## src/rtl/sram_arbiter_pkg.sv

```systemverilog
// Shared definitions for the SRAM arbiter slice.
//   - default address/data widths (ADDRESS_LEN / REGISTER_LEN) and watchdog limit
//   - FSM state encoding (state_t), also exported on the arbiter's debug port
//   - transaction op encoding (op_t)
package sram_arbiter_pkg;

  localparam int ADDRESS_LEN     = 32;
  localparam int REGISTER_LEN    = 32;
  localparam int DEFAULT_TIMEOUT = 15;

  typedef enum logic [1:0] {
    ST_IDLE  = 2'b00,
    ST_ISSUE = 2'b01,
    ST_WAIT  = 2'b10,
    ST_DONE  = 2'b11
  } state_t;

  typedef enum logic {
    OP_RD = 1'b0,
    OP_WR = 1'b1
  } op_t;

endpackage

```

## src/rtl/sram_arbiter_rr_arbiter2.sv

```systemverilog
// Combinational two-way round-robin pick.
//   req[1:0]   in  pending request per port
//   last_grant in  port served most recently
//   grant      out chosen port (meaningful only when any=1)
//   any        out at least one request pending
// On a tie the port that was not served last wins; a lone requester always wins.
module rr_arbiter2 (
  input  logic [1:0] req,
  input  logic       last_grant,
  output logic       grant,
  output logic       any
);

  always_comb begin
    any   = |req;
    grant = 1'b0;
    if (req == 2'b11) begin
      grant = ~last_grant;
    end else if (req[1]) begin
      grant = 1'b1;
    end
  end

endmodule

```

## src/rtl/sram_arbiter.sv

```systemverilog
// Two-port arbiter in front of the single SRAM controller.
// Port 0 is instruction fetch, port 1 is the memory stage. One request at a
// time is latched, forwarded to the controller, and completed with a one-cycle
// p_ready pulse to the served port. A watchdog aborts a hung controller.
//
// Ports:
//   clk, rst            clock (rising edge), asynchronous active-high reset
//   p_rd[1:0], p_wr[1:0] per-port read/write request levels (rd wins if both)
//   p_addr0/1, p_wdata0/1 per-port address and write data
//   p_rdata             read data, valid in the served port's p_ready cycle
//   p_ready[1:0]        per-port ready; 0 freezes that pipeline stage
//   m_rd_en, m_wr_en    request enables toward the controller
//   m_addr, m_wdata     address / write data toward the controller
//   m_rdata, m_ready    controller read data and ready
//   timeout_err         sticky watchdog flag, cleared only by rst
//   dbg_state           current FSM state
//
// Handshake: a port raises p_rd/p_wr and holds it until it sees p_ready=1 on
// the same port; that cycle completes the transaction (and carries p_rdata for
// reads). Toward the controller the enables are held from ISSUE through WAIT;
// m_ready=1 during WAIT completes it. m_ready during ISSUE is the controller's
// idle level, not a completion, and is ignored.
module sram_arbiter
  import sram_arbiter_pkg::*;
#(
  parameter int ADDR_W  = ADDRESS_LEN,
  parameter int DATA_W  = REGISTER_LEN,
  parameter int TIMEOUT = DEFAULT_TIMEOUT
) (
  input  logic              clk,
  input  logic              rst,
  input  logic [1:0]        p_rd,
  input  logic [1:0]        p_wr,
  input  logic [ADDR_W-1:0] p_addr0,
  input  logic [ADDR_W-1:0] p_addr1,
  input  logic [DATA_W-1:0] p_wdata0,
  input  logic [DATA_W-1:0] p_wdata1,
  output logic [DATA_W-1:0] p_rdata,
  output logic [1:0]        p_ready,
  output logic              m_rd_en,
  output logic              m_wr_en,
  output logic [ADDR_W-1:0] m_addr,
  output logic [DATA_W-1:0] m_wdata,
  input  logic [DATA_W-1:0] m_rdata,
  input  logic              m_ready,
  output logic              timeout_err,
  output state_t            dbg_state
);

  localparam int CNT_W = $clog2(TIMEOUT + 1);

  state_t            state_q, state_d;
  logic              grant_q, grant_d;
  logic              last_q, last_d;
  op_t               op_q, op_d;
  logic [ADDR_W-1:0] addr_q, addr_d;
  logic [DATA_W-1:0] wdata_q, wdata_d;
  logic [DATA_W-1:0] rdata_q, rdata_d;
  logic [CNT_W-1:0]  wdog_q, wdog_d;
  logic              terr_q, terr_d;

  logic [1:0] pending;
  logic       pick;
  logic       pick_any;

  assign pending = p_rd | p_wr;

  rr_arbiter2 u_rr (
    .req        (pending),
    .last_grant (last_q),
    .grant      (pick),
    .any        (pick_any)
  );

  always_ff @(posedge clk or posedge rst) begin
    if (rst) begin
      state_q <= ST_IDLE;
      grant_q <= 1'b0;
      last_q  <= 1'b1;          // port 0 wins the first tie
      op_q    <= OP_RD;
      addr_q  <= '0;
      wdata_q <= '0;
      rdata_q <= '0;
      wdog_q  <= '0;
      terr_q  <= 1'b0;
    end else begin
      state_q <= state_d;
      grant_q <= grant_d;
      last_q  <= last_d;
      op_q    <= op_d;
      addr_q  <= addr_d;
      wdata_q <= wdata_d;
      rdata_q <= rdata_d;
      wdog_q  <= wdog_d;
      terr_q  <= terr_d;
    end
  end

  always_comb begin
    state_d = state_q;
    grant_d = grant_q;
    last_d  = last_q;
    op_d    = op_q;
    addr_d  = addr_q;
    wdata_d = wdata_q;
    rdata_d = rdata_q;
    wdog_d  = wdog_q;
    terr_d  = terr_q;
    unique case (state_q)
      ST_IDLE: begin
        if (pick_any) begin
          grant_d = pick;
          op_d    = p_rd[pick] ? OP_RD : OP_WR;
          addr_d  = pick ? p_addr1 : p_addr0;
          wdata_d = pick ? p_wdata1 : p_wdata0;
          state_d = ST_ISSUE;
        end
      end
      ST_ISSUE: begin
        wdog_d  = '0;
        state_d = ST_WAIT;
      end
      ST_WAIT: begin
        if (m_ready) begin
          if (op_q == OP_RD) rdata_d = m_rdata;
          state_d = ST_DONE;
        end else if (wdog_q == CNT_W'(TIMEOUT)) begin
          // Abort: the requester is released with zero data and the
          // sticky flag tells software the controller stopped answering.
          terr_d = 1'b1;
          if (op_q == OP_RD) rdata_d = '0;
          state_d = ST_DONE;
        end else begin
          wdog_d = wdog_q + CNT_W'(1);
        end
      end
      ST_DONE: begin
        last_d  = grant_q;
        state_d = ST_IDLE;
      end
      default: state_d = ST_IDLE;
    endcase
  end

  // Enables follow the registered state, so an asynchronous reset drops them
  // in the same cycle.
  assign m_rd_en     = ((state_q == ST_ISSUE) || (state_q == ST_WAIT)) && (op_q == OP_RD);
  assign m_wr_en     = ((state_q == ST_ISSUE) || (state_q == ST_WAIT)) && (op_q == OP_WR);
  assign m_addr      = addr_q;
  assign m_wdata     = wdata_q;
  assign p_rdata     = rdata_q;
  assign timeout_err = terr_q;
  assign dbg_state   = state_q;

  assign p_ready[0] = ~pending[0] | ((state_q == ST_DONE) && (grant_q == 1'b0));
  assign p_ready[1] = ~pending[1] | ((state_q == ST_DONE) && (grant_q == 1'b1));

endmodule

```

## config.mk

```make
export PLATFORM = sky130hd
export DESIGN_NAME = sram_arbiter
export DESIGN_NICKNAME = d
export VERILOG_FILES = /design/src/rtl/sram_arbiter_pkg.sv /design/src/rtl/sram_arbiter_rr_arbiter2.sv /design/src/rtl/sram_arbiter.sv
export SDC_FILE = /design/constraint.sdc
export NUM_CORES = 1
export LEC_CHECK = 0
export ABC_AREA = 1
export BUFFER_PORTS_ARGS = -buffer_cell sky130_fd_sc_hd__clkbuf_2
export CORE_AREA = 3 3 113 115
export DETAILED_ROUTE_END_ITERATION = 8
export DIE_AREA = 0 0 116 118
export GPL_ROUTABILITY_DRIVEN = 0
export HOLD_SLACK_MARGIN = 0.15
export PLACE_DENSITY = 0.8
export SYNTH_ARGS = -nofsm -noshare
export SYNTH_HDL_FRONTEND = slang
export SYNTH_SLANG_ARGS = --single-unit
```

## constraint.sdc

```tcl
create_clock -name clk -period 3.15 [get_ports clk]
set_input_delay 0 -clock clk [delete_from_list [all_inputs] [get_ports clk]]
set_output_delay 0 -clock clk [all_outputs]
set_load 0.05 [all_outputs]
```

# Yosys cells after proc, flatten, opt, wreduce, memory -nomap -nowiden
# Cells that the tools add are included.
# totals
ff_bits,106
wordCells,61
out_inout_bits,103
inputBits,167
# op_classes
addsub,1
n_reduce_logical,14
order_cmp,1
bitwise_logic,9
n_eq_ne,9
muxes,18
# ops
op,n
two-way mux 32 bit,6
AND reduction 3 bit,3
two-way mux 4 bit,2
one-hot mux 2 bit (4 select lines),1
one-hot mux 4 bit (2 select lines),1
"equality test 2 bit, second input constant",3
two-way mux 2 bit,3
"inequality test 2 bit, second input constant",3
inverter 1 bit,6
two-way mux 1 bit,5
"adder 4 x 1 -> 4 bit, second input constant",1
"equality test 4 bit, second input constant",1
logical AND 1 bit,4
AND reduction 2 bit,2
nonzero test 2 bit,2
"inequality test 3 bit, second input constant",1
"equality test 2 x 1 -> 1 bit, second input constant",1
logical NOT 2 bit,1
"< comparator 1 x 2 -> 1 bit, second input constant",1
bitwise OR 1 bit,2
bitwise OR 2 bit,1
OR reduction 2 bit,1
logical OR 1 bit,1

# Longest topological paths before layout
# logic_depth
word_depth,6
ltp_mapped,8
ltp_nobuf,8

# Modules after synthesis
# A second synthesis with hierarchy kept.
# unflattened
cells_unflattened,571
area_unflattened_um2,5066.1
# by_module_without_submodules
module,cells_each,seq_area_each_um2,instances,area_each_um2
sram_arbiter,568,2653.8,1,5051.1
rr_arbiter2,3,0.0,1,15.0

# Worst setup path after synthesis
# OpenSTA, ideal clock, no wires.
# synth_path
kind,reg2out
startpoint,register state_q[1] (netlist: dbg_state[1])
endpoint,output p_ready[0]
path_buffers,0
setup_slack_ns,1.100
t_arrival_ns,2.050
path_stages_with_launch,4
t_required_ns,3.150
cell_sequence,dfrtp_1 > ha_1 > inv_1 > o21ai_0
# synth_between
elab_chain_len,3
# synth_rtl
item,line_no,source
start: declaration,sram_arbiter.sv:52,"state_t state_q, state_d;"
start signal: assignment,sram_arbiter.sv:87,state_q <= state_d;
equality test 2 bit,sram_arbiter.sv:155,assign p_ready[0] = ~pending[0] | ((state_q == ST_DONE) && (grant_q == 1'b0));
logical AND 1 bit,sram_arbiter.sv:155,
bitwise OR 1 bit,sram_arbiter.sv:155,
end: declaration,sram_arbiter.sv:39,"output logic [1:0] p_ready,"
# Every way passes these cells.

# Final worst setup path
# layout_path
startpoint,register last_q
endpoint,register addr_q[8] (netlist: m_addr[8])
# layout_between
elab_chain_len,3
# layout_rtl
item,line_no,source
start: declaration,sram_arbiter.sv:54,"logic last_q, last_d;"
start signal: assignment,sram_arbiter.sv:89,last_q <= last_d;
inverter 1 bit,sram_arbiter_rr_arbiter2.sv:18,grant = ~last_grant;
two-way mux 1 bit,sram_arbiter_rr_arbiter2.sv:17,if (req == 2'b11) begin
two-way mux 32 bit,sram_arbiter.sv:114,addr_d = pick ? p_addr1 : p_addr0;
end signal: assignment,sram_arbiter.sv:91,addr_q <= addr_d;
end: declaration,sram_arbiter.sv:56,"logic [ADDR_W-1:0] addr_q, addr_d;"
# Every way passes these cells.
# A chain may end at the register's enable or synchronous reset.

==> impl_metrics.toml <==
[routing]
drtIter0Drc = 586
avgViaCountPerCell = 5.01
routedWlPerCell_um = 14.9
drcViolationCount = 0
route.vias.total = 6625
first_pass_iters = 5
wirelength_um = 19700
final_antenna_net_count = 0

[timing]
worstMarginPinSlew_ns = 0.740
whs_ns = 0.182
fin_setup_tns_ns = 0
fmax_mhz = 387
clock_skew_ns = 0.00790
drv_slew = 0
rsz0062_at_grt = "false"
hold_viol = 0
setup_viol = 0
period_share_pct = 82.1
slew_headroom_pct = 50.5
post-route-min-period_ns = 2.59

[global_routing]
grtUsageMet2_pct = 49.5
grt_pass1_vias = 6636
grtUsageMet3_pct = 5.09
antenna_found_initial = 0
grt_first_pass_wirelength_um = 31200
grt_use_met1_pct = 32.2
grt_overflow_total = 0
grt_max_degree = 66
track_usage_pct = 28.3
grt_busiest_layer = "met2"

[worst_setup_path]
crit_fanout = 36
path_common_cell = "nand2_1"
arrival_ns = 2.81
critPathRequiredTime_ns = 3.38
setup.worst_path.start_class = "flip-flop"
criticalPathCategory = "reg2reg"
crit_chain = "o21ai_4, nand2_2, buf_4, nand2_1, nand3_1, dlygate4sd3_1, nand2_1"
critical-path-slowest-cell = "dlygate4sd3_1"
end_kind = "flip-flop"
cp_slowest_stage_delay_ns = 0.60

[synth]
ys_ff_latch = 106
synth-seq-area-share_pct = 48.6
synth.top_cells.by_area = "dfrtp_1, nand2_1, nand3_1"
synth_top_area_share_pct = 48.1
synth.net_count = 938
synth.avg_cell_area_um2 = 7.14
yosysTopAreaCell = "dfrtp_1"
synth_cells = 765
yosys_warnings = 0
synth.distinct_cells = 19
netlist_area_um2 = 5470

[run]
max_cap_viol_count = 0

[clock_network]
cts_sinks = 106
htreeDepth = 3
ctsRootBufferMaster = "clkbuf_16"
cts_buffer_depth = 2
cts_tree = "built"
clk_pin_slew_worst_paths_ns = 0.07
worstSkewPairLatency_ns = 0.34
cts_resized = 0
cts_buffers = 9

[floorplan]
core_um2 = 11900
num_rows = 40
die_width_um = 116
start_util_pct = 45.9
die-area_um2 = 13700
ios = 270
die_y_um = 118

[layout]
multi_input_area_um2 = 2100
layout_common_cells = "nand2_1, clkbuf_2, nand3_1, dlygate4sd3_1, inv_1"
layout.nets = 1344
seqCellArea_um2 = 2650
syn2layout_area_growth_pct = 61.4
layout-drive-gt1-share_pct = 25.9
fill_cells = 850
post-route-util_pct = 74.1
final_cells = 1323
num_antenna_cells = 0
final_common_cell = "nand2_1"

[placed_design]
dp.final_hpwl_um = 11100
dp.cells = 1144
io_buffer_count = 269

[pwr]
leakage_nw = 5.17
ir_drop_uv = 647
pwr_density_cell_nw_per_um2 = 1030

[hold_path]
hp-class = "in2reg"

[status]
outcome = "finished, final reports clean"
-- per-stage QoR --
| stage | area (um2) | setup WS (ns) | total power, mW |
|---|---|---|---|
| after floorplan | 5470 | 0.363 | 6.17 |
| after global placement | 6900 | 1.17 | 7.32 |
| after detailed placement | 6900 | 1.10 | 7.41 |
| after CTS | 8820 | 0.683 | 9.03 |
| after global routing | 8820 | 0.428 | 9.64 |
| final | 8820 | 0.565 | 9.12 |
-- timing repair --
item | CTS | global route
hold buffers | 163 | 0
setup buffers | 0 | 0
setup endpoints to repair | 0 | 0
hold endpoints to repair | 140 | 0
-- state kept, by name, indices dropped and copies added (netlist names) --
name,cells
m_addr,32
m_wdata,32
p_rdata,32
wdog_q,4
dbg_state,2
grant_q,1
last_q,1
op_q,1
timeout_err,1
-- where the power goes --
part / switching [mW] / internal [mW] / total (mW)
logic: 4.04 / 1.57 / 5.61
clock network: 0.514 / 0.565 / 1.08
registers: 0.408 / 2.03 / 2.44
-- kinds of logic after synthesis --
group	synth area share [%]
AND/OR/NAND/NOR	35.0
buffers and inverters	13.7
flip-flops	48.6
AO/OA/AOI/OAI	1.35
adder cells (fa/ha/maj)	1.37
-- synth_stat cells, drive strengths merged --
library cell / count
nor2: 9
dfstp: 1
a21oi: 3
a21o: 1
ha: 6
o21ai: 8
nand2: 280
nand3: 165
a21boi: 1
dfrtp: 105
buf: 32
inv: 141
clkbuf: 13
-- routing by layer --
| layer | share of wire, % | vias to the layer above | wire [um] |
|---|---|---|---|
| met5 | 0 | - | 0 |
| met4 | 4.8 | 0 | 934 |
| met3 | 7.4 | 87 | 1450 |
| met2 | 51 | 381 | 10100 |
| met1 | 36 | 3034 | 7160 |
| li1 | - | 3123 | - |
-- final cells by class --
class / instances / area share (%)
Timing Repair Buffer: 440 / 34.7
Multi-Input combinational cell: 473 / 23.8
Sequential cell: 106 / 30.1
Tap cell: 147 / 2.09
Inverter: 141 / 6.03
Clock buffer: 10 / 2.71
Clock inverter: 6 / 0.553
-- worst max-delay path: cells and delay by family, from the launching register on --
family | cells | cell delay [ns]
buffers and inverters | 2 | 1.06
AND/OR/NAND/NOR | 4 | 0.79
flip-flops | 1 | 0.56
AO/OA/AOI/OAI | 1 | 0.06
-- final timing paths --
kind	startpoint	end	slack, ns	depth (start not counted)
min in group asynchronous	rst	m_wdata[11]	0.30	3
max in group asynchronous	rst	dbg_state[1]	2.10	4
min	p_wr[1]	dbg_state[0]	0.18	6
max	last_q	m_addr[8]	0.56	7
max reg2reg	last_q	m_addr[8]	0.56	7
min reg2reg	p_rdata[25]	p_rdata[25]	0.47	2
(Power assumes the default switching activity.)
